File: config.mk
export PLATFORM = sky130hd
export DESIGN_NAME = perceptron_frame_ctrl_flat
export DESIGN_NICKNAME = d
export VERILOG_FILES = /design/src/rtl/perceptron_pkg.sv /design/src/rtl/perceptron_frame_ctrl_if.sv /design/src/rtl/perceptron_frame_ctrl_frame_deser.sv /design/src/rtl/perceptron_frame_ctrl.sv /design/src/flat_wrapper.sv
export SDC_FILE = /design/constraint.sdc
export NUM_CORES = 1
export LEC_CHECK = 0
export ABC_AREA = 1
export ABC_CLOCK_PERIOD_IN_PS = 1670
export CORE_MARGIN = 10
export CORE_UTILIZATION = 46
export DETAILED_ROUTE_END_ITERATION = 10
export PLACE_DENSITY = 0.79
export SKIP_CTS_REPAIR_TIMING = 1
export SYNTH_ARGS = -nofsm -noshare
export SYNTH_HDL_FRONTEND = slang
export SYNTH_SLANG_ARGS = --single-unit
File: constraint.sdc
create_clock -name clk -period 1.67 [get_ports clk]
set_clock_uncertainty 0.2 [all_clocks]
set_input_delay 0.501 -clock clk [delete_from_list [all_inputs] [get_ports clk]]
set_output_delay 0.501 -clock clk [all_outputs]
set_load 0.02 [all_outputs]
File: src/rtl/perceptron_pkg.sv
// Shared constants for the perceptron classifier and its frame controller:
// class codes, controller FSM encoding and classifier reference sums.
package perceptron_pkg;

   localparam logic [1:0] CLASS_NONE    = 2'b00;
   localparam logic [1:0] CLASS_CIRCLE  = 2'b01;
   localparam logic [1:0] CLASS_CROSS   = 2'b10;
   localparam logic [1:0] CLASS_TIMEOUT = 2'b11;

   localparam logic [1:0] ST_LOAD   = 2'd0;
   localparam logic [1:0] ST_RUN    = 2'd1;
   localparam logic [1:0] ST_DRAIN  = 2'd2;
   localparam logic [1:0] ST_RESULT = 2'd3;

   localparam int CIRCLE_SUM_VAL = 4;
   localparam int CROSS_SUM_VAL  = 11;

   function automatic logic [7:0] sat_inc(input logic [7:0] v);
      return (v == 8'hFF) ? v : v + 8'd1;
   endfunction

endpackage

File: src/rtl/perceptron_frame_ctrl_if.sv
// Pixel-stream and result handshakes of the perceptron frame controller.
// master = pixel source / result consumer, slave = controller.
interface perceptron_frame_ctrl_if;

   logic       pix_data;
   logic       pix_valid;
   logic       pix_ready;
   logic [1:0] res_class;
   logic       res_valid;
   logic       res_ack;

   modport master (
      output pix_data, pix_valid, res_ack,
      input  pix_ready, res_class, res_valid
   );

   modport slave (
      input  pix_data, pix_valid, res_ack,
      output pix_ready, res_class, res_valid
   );

endinterface

File: src/rtl/perceptron_frame_ctrl_frame_deser.sv
// Bit-serial to WIDTH-bit frame register; first beat lands in bit 0.
// done pulses combinationally on the beat that completes the frame.
module frame_deser #(
   parameter int WIDTH = 25
) (
   input  logic             clk,
   input  logic             rst_n,
   input  logic             bit_in,
   input  logic             beat,
   output logic [WIDTH-1:0] frame,
   output logic             done
);

   localparam int CW = $clog2(WIDTH);

   logic [CW-1:0] cnt;

   assign done = beat && (cnt == CW'(WIDTH - 1));

   always_ff @(posedge clk or negedge rst_n) begin
      if (!rst_n) begin
         frame <= '0;
         cnt   <= '0;
      end else if (beat) begin
         frame[cnt] <= bit_in;
         cnt        <= done ? '0 : cnt + 1'b1;
      end
   end

endmodule

File: src/rtl/perceptron_frame_ctrl.sv
// Frame controller driving the serial-MAC perceptron classifier.
// Define PERC_CTRL_STATS_EN to add saturating per-class result counters.
module perceptron_frame_ctrl
   import perceptron_pkg::*;
#(
   parameter int WIDTH   = 25,
   parameter int TIMEOUT = 64
) (
   input  logic             clk,
   input  logic             rst_n,
   perceptron_frame_ctrl_if.slave bus,
   output logic [WIDTH-1:0] p_in,
   output logic             p_en,
   input  logic [1:0]       p_out,
   input  logic             p_ready,
   output logic             busy
`ifdef PERC_CTRL_STATS_EN
   ,
   output logic [7:0]       cnt_circle,
   output logic [7:0]       cnt_cross,
   output logic [7:0]       cnt_none,
   output logic [7:0]       cnt_timeout
`endif
);

   localparam int TW = $clog2(TIMEOUT + 1);

   logic [1:0]    state;
   logic [1:0]    class_q;
   logic [TW-1:0] tmo;
   logic          beat;
   logic          done;

   assign beat = bus.pix_valid && bus.pix_ready;

   frame_deser #(.WIDTH(WIDTH)) u_deser (
      .clk    (clk),
      .rst_n  (rst_n),
      .bit_in (bus.pix_data),
      .beat   (beat),
      .frame  (p_in),
      .done   (done)
   );

   // Outputs decode straight from state so reset drops p_en at once.
   assign bus.pix_ready = (state == ST_LOAD);
   assign bus.res_valid = (state == ST_RESULT);
   assign bus.res_class = class_q;
   assign p_en          = (state == ST_RUN) || (state == ST_DRAIN);
   assign busy          = (state != ST_LOAD);

   always_ff @(posedge clk or negedge rst_n) begin
      if (!rst_n) begin
         state   <= ST_LOAD;
         class_q <= CLASS_NONE;
         tmo     <= '0;
      end else begin
         unique case (state)
            ST_LOAD: begin
               tmo <= '0;
               if (done) state <= ST_RUN;
            end
            ST_RUN: begin
               if (p_ready) begin
                  class_q <= p_out;
                  tmo     <= '0;
                  state   <= ST_DRAIN;
               end else if (tmo == TW'(TIMEOUT - 1)) begin
                  class_q <= CLASS_TIMEOUT;
                  tmo     <= '0;
                  state   <= ST_DRAIN;
               end else begin
                  tmo <= tmo + 1'b1;
               end
            end
            ST_DRAIN: state <= ST_RESULT;
            ST_RESULT: begin
               if (bus.res_ack) state <= ST_LOAD;
            end
            default: state <= ST_LOAD;
         endcase
      end
   end

`ifdef PERC_CTRL_STATS_EN
   always_ff @(posedge clk or negedge rst_n) begin
      if (!rst_n) begin
         cnt_circle  <= '0;
         cnt_cross   <= '0;
         cnt_none    <= '0;
         cnt_timeout <= '0;
      end else if (state == ST_DRAIN) begin
         unique case (class_q)
            CLASS_NONE:    cnt_none    <= sat_inc(cnt_none);
            CLASS_CIRCLE:  cnt_circle  <= sat_inc(cnt_circle);
            CLASS_CROSS:   cnt_cross   <= sat_inc(cnt_cross);
            CLASS_TIMEOUT: cnt_timeout <= sat_inc(cnt_timeout);
            default:       cnt_none    <= cnt_none;
         endcase
      end
   end
`endif

endmodule

File: src/flat_wrapper.sv
// flat-port wrapper written by rule: the top's interface ports become plain ports
module perceptron_frame_ctrl_flat import perceptron_pkg::*;
#(
   parameter int WIDTH   = 25,
   parameter int TIMEOUT = 64
)
  (clk, rst_n, p_in, p_en, p_out, p_ready, busy, bus_pix_data, bus_pix_valid, bus_res_ack, bus_pix_ready, bus_res_class, bus_res_valid);
  perceptron_frame_ctrl_if bus_i ();
  input  logic clk;
  input  logic rst_n;
  output logic [WIDTH-1:0] p_in;
  output logic p_en;
  input  logic [1:0] p_out;
  input  logic p_ready;
  output logic busy;
  input wire logic [$bits(bus_i.pix_data)-1:0] bus_pix_data;
  input wire logic [$bits(bus_i.pix_valid)-1:0] bus_pix_valid;
  input wire logic [$bits(bus_i.res_ack)-1:0] bus_res_ack;
  output wire logic [$bits(bus_i.pix_ready)-1:0] bus_pix_ready;
  output wire logic [$bits(bus_i.res_class)-1:0] bus_res_class;
  output wire logic [$bits(bus_i.res_valid)-1:0] bus_res_valid;
  assign bus_i.pix_data = bus_pix_data;
  assign bus_i.pix_valid = bus_pix_valid;
  assign bus_i.res_ack = bus_res_ack;
  assign bus_pix_ready = bus_i.pix_ready;
  assign bus_res_class = bus_i.res_class;
  assign bus_res_valid = bus_i.res_valid;
  perceptron_frame_ctrl #(.WIDTH(WIDTH), .TIMEOUT(TIMEOUT)) u_core (.clk(clk), .rst_n(rst_n), .bus(bus_i), .p_in(p_in), .p_en(p_en), .p_out(p_out), .p_ready(p_ready), .busy(busy));
endmodule
==> results.toml <==
[run_status]
status = "finished, violations left"
violations = "negative setup slack"

[yosys]
synth_top_area_frac = 0.5160
synth_top_area_cell = "dfrtp_1"
synth_edf_count = 0
ys_async_sr_fraction = 1.000
yosysWarnings = 0
synthFlopType = "dfrtp_1"
yosysSeqAreaShare = 0.5160
synthTopCellsByArea = "dfrtp_1 (52%), nand2_1 (12%), ha_1 (6.3%)"
synth.net_count = 251
avgSynthCellArea_um2 = 8.533
syn_inst = 233
yosysUniqueCellTypes = 27
ys_seq_elements = 41
netlist_area_um2 = 1988

[floorplan]
die-area_um2 = 7351
start_util = 0.4865
die_h_um = 85.74
die_w_um = 85.74
rows = 23
ios = 39
core_um2 = 4086

[setup_path]
cp.required_ns = 0.97
crit_fanout = 4
cp_top_family = "flip-flops"
criticalPathCategory = "register to output pin"
cp-start-kind = "register"
end_kind = "output pin"
worst-path-buf-inv = 2
arrival_ns = 1.17
slowest_delay_ns = 0.41
cp_slowest_cell = "dfrtp_1"
crit_path_cell_trace = "inv_2 > ha_4 > buf_6"

[routing]
drcViolationCount = 0
routed-wl-met3_um = 352
viasPerCell = 5.160
routed-wl-met2_mm = 2.833
via_count = 1806
final_antenna_net_count = 0
wl_mm = 5.425
drt_iter0_drc = 95
topRoutingLayerUsed = "met4"
dr.pass1.iters = 4
wl_met1_mm = 2.132
routedWlPerCell_um = 15.50

[clock_tree]
clkLatencyLatePin_ns = 0.30
cts.sinks = 41
path_clk_slew_ns = 0.08
numCtsBuffers = 5
tritoncts = "done"
clock_tree.buffer_depth = 2
cts_max_level = 2
cts-root-buf = "clkbuf_8"

[sta]
final-setup-viol-count = 26
worstMarginPinSlew_ns = 0.4110
drv_slew = 0
fin_ws_ns = -0.2012
finalHoldViolCount = 0
max_freq_ghz = 0.5344
rsz0062_at_grt = "yes"
timing.final.crit_share = 1.120
min_period_ns = 1.871
relSlewSlack = 0.7245

[grt]
overflow = 0
grt_pass1_wl_mm = 8.114
antenna_found_initial = 0
grt.total_usage = 0.1337
grt_pass1_vias = 1757
grt_max_degree = 31

[pwr]
vdd_ir_drop_max_mv = 1.315
leakage_nw = 1.818
powerDensity_nw_per_um2 = 1825

[job]
max_cap_viol_count = 0

[place]
io_buffers = 38
dpl.hpwl_mm = 3.347
dp_slack_ns = -0.3656
place_congestion = 0.8283
dp.cells = 331

[layout]
antenna_cells = 0
fillers = 251
synthToLayoutAreaGrowth_pct = 60.60
multi_input_area_um2 = 1160
drive_above_1_share = 0.3867
regArea_um2 = 1028
finalNetCount = 317
stdcell_count = 350

[worst_hold_path]
hp-class = "register to register"
-- tightest hold or removal path: stages, from the launching register on --
cell and delay (ns):
dfrtp_1 0.35, nand2_1 0.05, o21ai_0 0.05
-- power breakdown --
| group | switching [mW] | internal (mW) |
|---|---|---|
| clock | 0.366 | 0.594 |
| combinational | 1.74 | 1.40 |
| sequential | 0.357 | 1.38 |
| total | 2.46 | 3.37 |
-- metrics by stage --
stage / power [mW] / util / TNS, ns / hold slack (ns) / instance area [um2]
after global routing: 6.199 / 0.7814 / -4.627 / 0.3090 / 3193
final: 5.826 / 0.7814 / -2.501 / 0.2823 / 3193
after floorplan: 3.048 / - / 0 / 0.005409 / 2001
after CTS: 5.093 / 0.6565 / -13.43 / -0.1188 / 2683
after global placement: 4.033 / 0.6237 / -9.719 / 0.2027 / 2549
after detailed placement: 4.126 / 0.6237 / -10.58 / 0.2095 / 2549
-- synthesized netlist by cell type (2+ instances only) --
cell type and instances:
nand4_1 2, a21oi_1 11, dfrtp_1 41, o21ai_1 3
buf_4 2, nor3_2 3, xor2_1 2, inv_1 22
clkbuf_1 2, nor2_4 2, nand2_1 64, inv_2 2
o21ai_0 22, nor2_2 2, nor2_1 26, ha_1 10
nand3_1 7
-- path summary, 6_finish.rpt --
check	startpoint	endpoint	slack, ns	depth (start not counted)
worst max register to register	u_core.state[1]	u_core.state[0]	-0.14	10
max in group asynchronous	rst_n	u_core.tmo[6]	0.39	3
worst min-delay path	u_core.u_deser.frame[1]	u_core.u_deser.frame[1]	0.28	2
worst min register to register	u_core.u_deser.frame[1]	u_core.u_deser.frame[1]	0.28	2
min in group asynchronous	rst_n	u_core.u_deser.frame[1]	0.41	2
worst max-delay path	u_core.state[1]	p_en	-0.20	3
-- sequential cells by signal, summed over array words and instances (netlist names) --
register	flops
u_core.bus.res_class	2
u_core.state	2
u_core.u_deser.cnt	5
u_core.u_deser.frame	25
u_core.tmo	7
-- final cells by class --
cell class / instances / share of cell area
Multi-Input combinational cell: 163 / 0.3632
Sequential cell: 41 / 0.3221
Timing Repair Buffer: 64 / 0.2171
Inverter: 24 / 0.03605
Clock buffer: 5 / 0.02155
Clock inverter: 3 / 0.02038
Tap cell: 50 / 0.01959
-- cells in the final DEF, fill, tap and decap left out, types with 2 or more instances in the layout --
cell type        synthesis  layout
nand3_1                  7       3
buf_6                    0      12
clkdlybuf4s50_1          0       6
inv_1                   22      14
nor2_2                   2       6
bufinv_16                0       2
o21ai_0                 22       3
nand3_2                  1       5
dlymetal6s2s_1           0      26
nand2_1                 64      39
ha_1                    10       6
clkbuf_8                 0       5
dfrtp_1                 41      39
nand2_4                  1       8
nand2_2                  1      16
nand4_1                  2       2
a21oi_2                  0       2
nor3_4                   0       2
nor2_1                  26      14
a21oi_1                 11       9
xor2_1                   2       2
ha_4                     0       3
o21ai_2                  0       6
nand2_8                  0       3
inv_2                    2       6
o21ai_1                  3      16
nor2_4                   2      10
buf_4                    2      15
buf_12                   0       2
inv_4                    0       2
dfrtp_2                  0       2
-- cell families (layout without fill, tap and decap cells) --
family	count (synthesis)	in the layout	synth area share
fa+ha+maj	10	10	0.06293
simple gates	111	111	0.2461
buf+inv	29	96	0.05916
compound gates	39	39	0.1026
flops	41	41	0.5160
xor+xnor	3	3	0.01322
-- per-layer routing --
layer / track usage / vias up
li1: - / 873
met1: 0.1433 / 873
met2: 0.2241 / 50
met3: 0.05771 / 10
met4: 0.05838 / 0
met5: 0 / -
No activity file was read; power rests on OpenSTA's default activity.
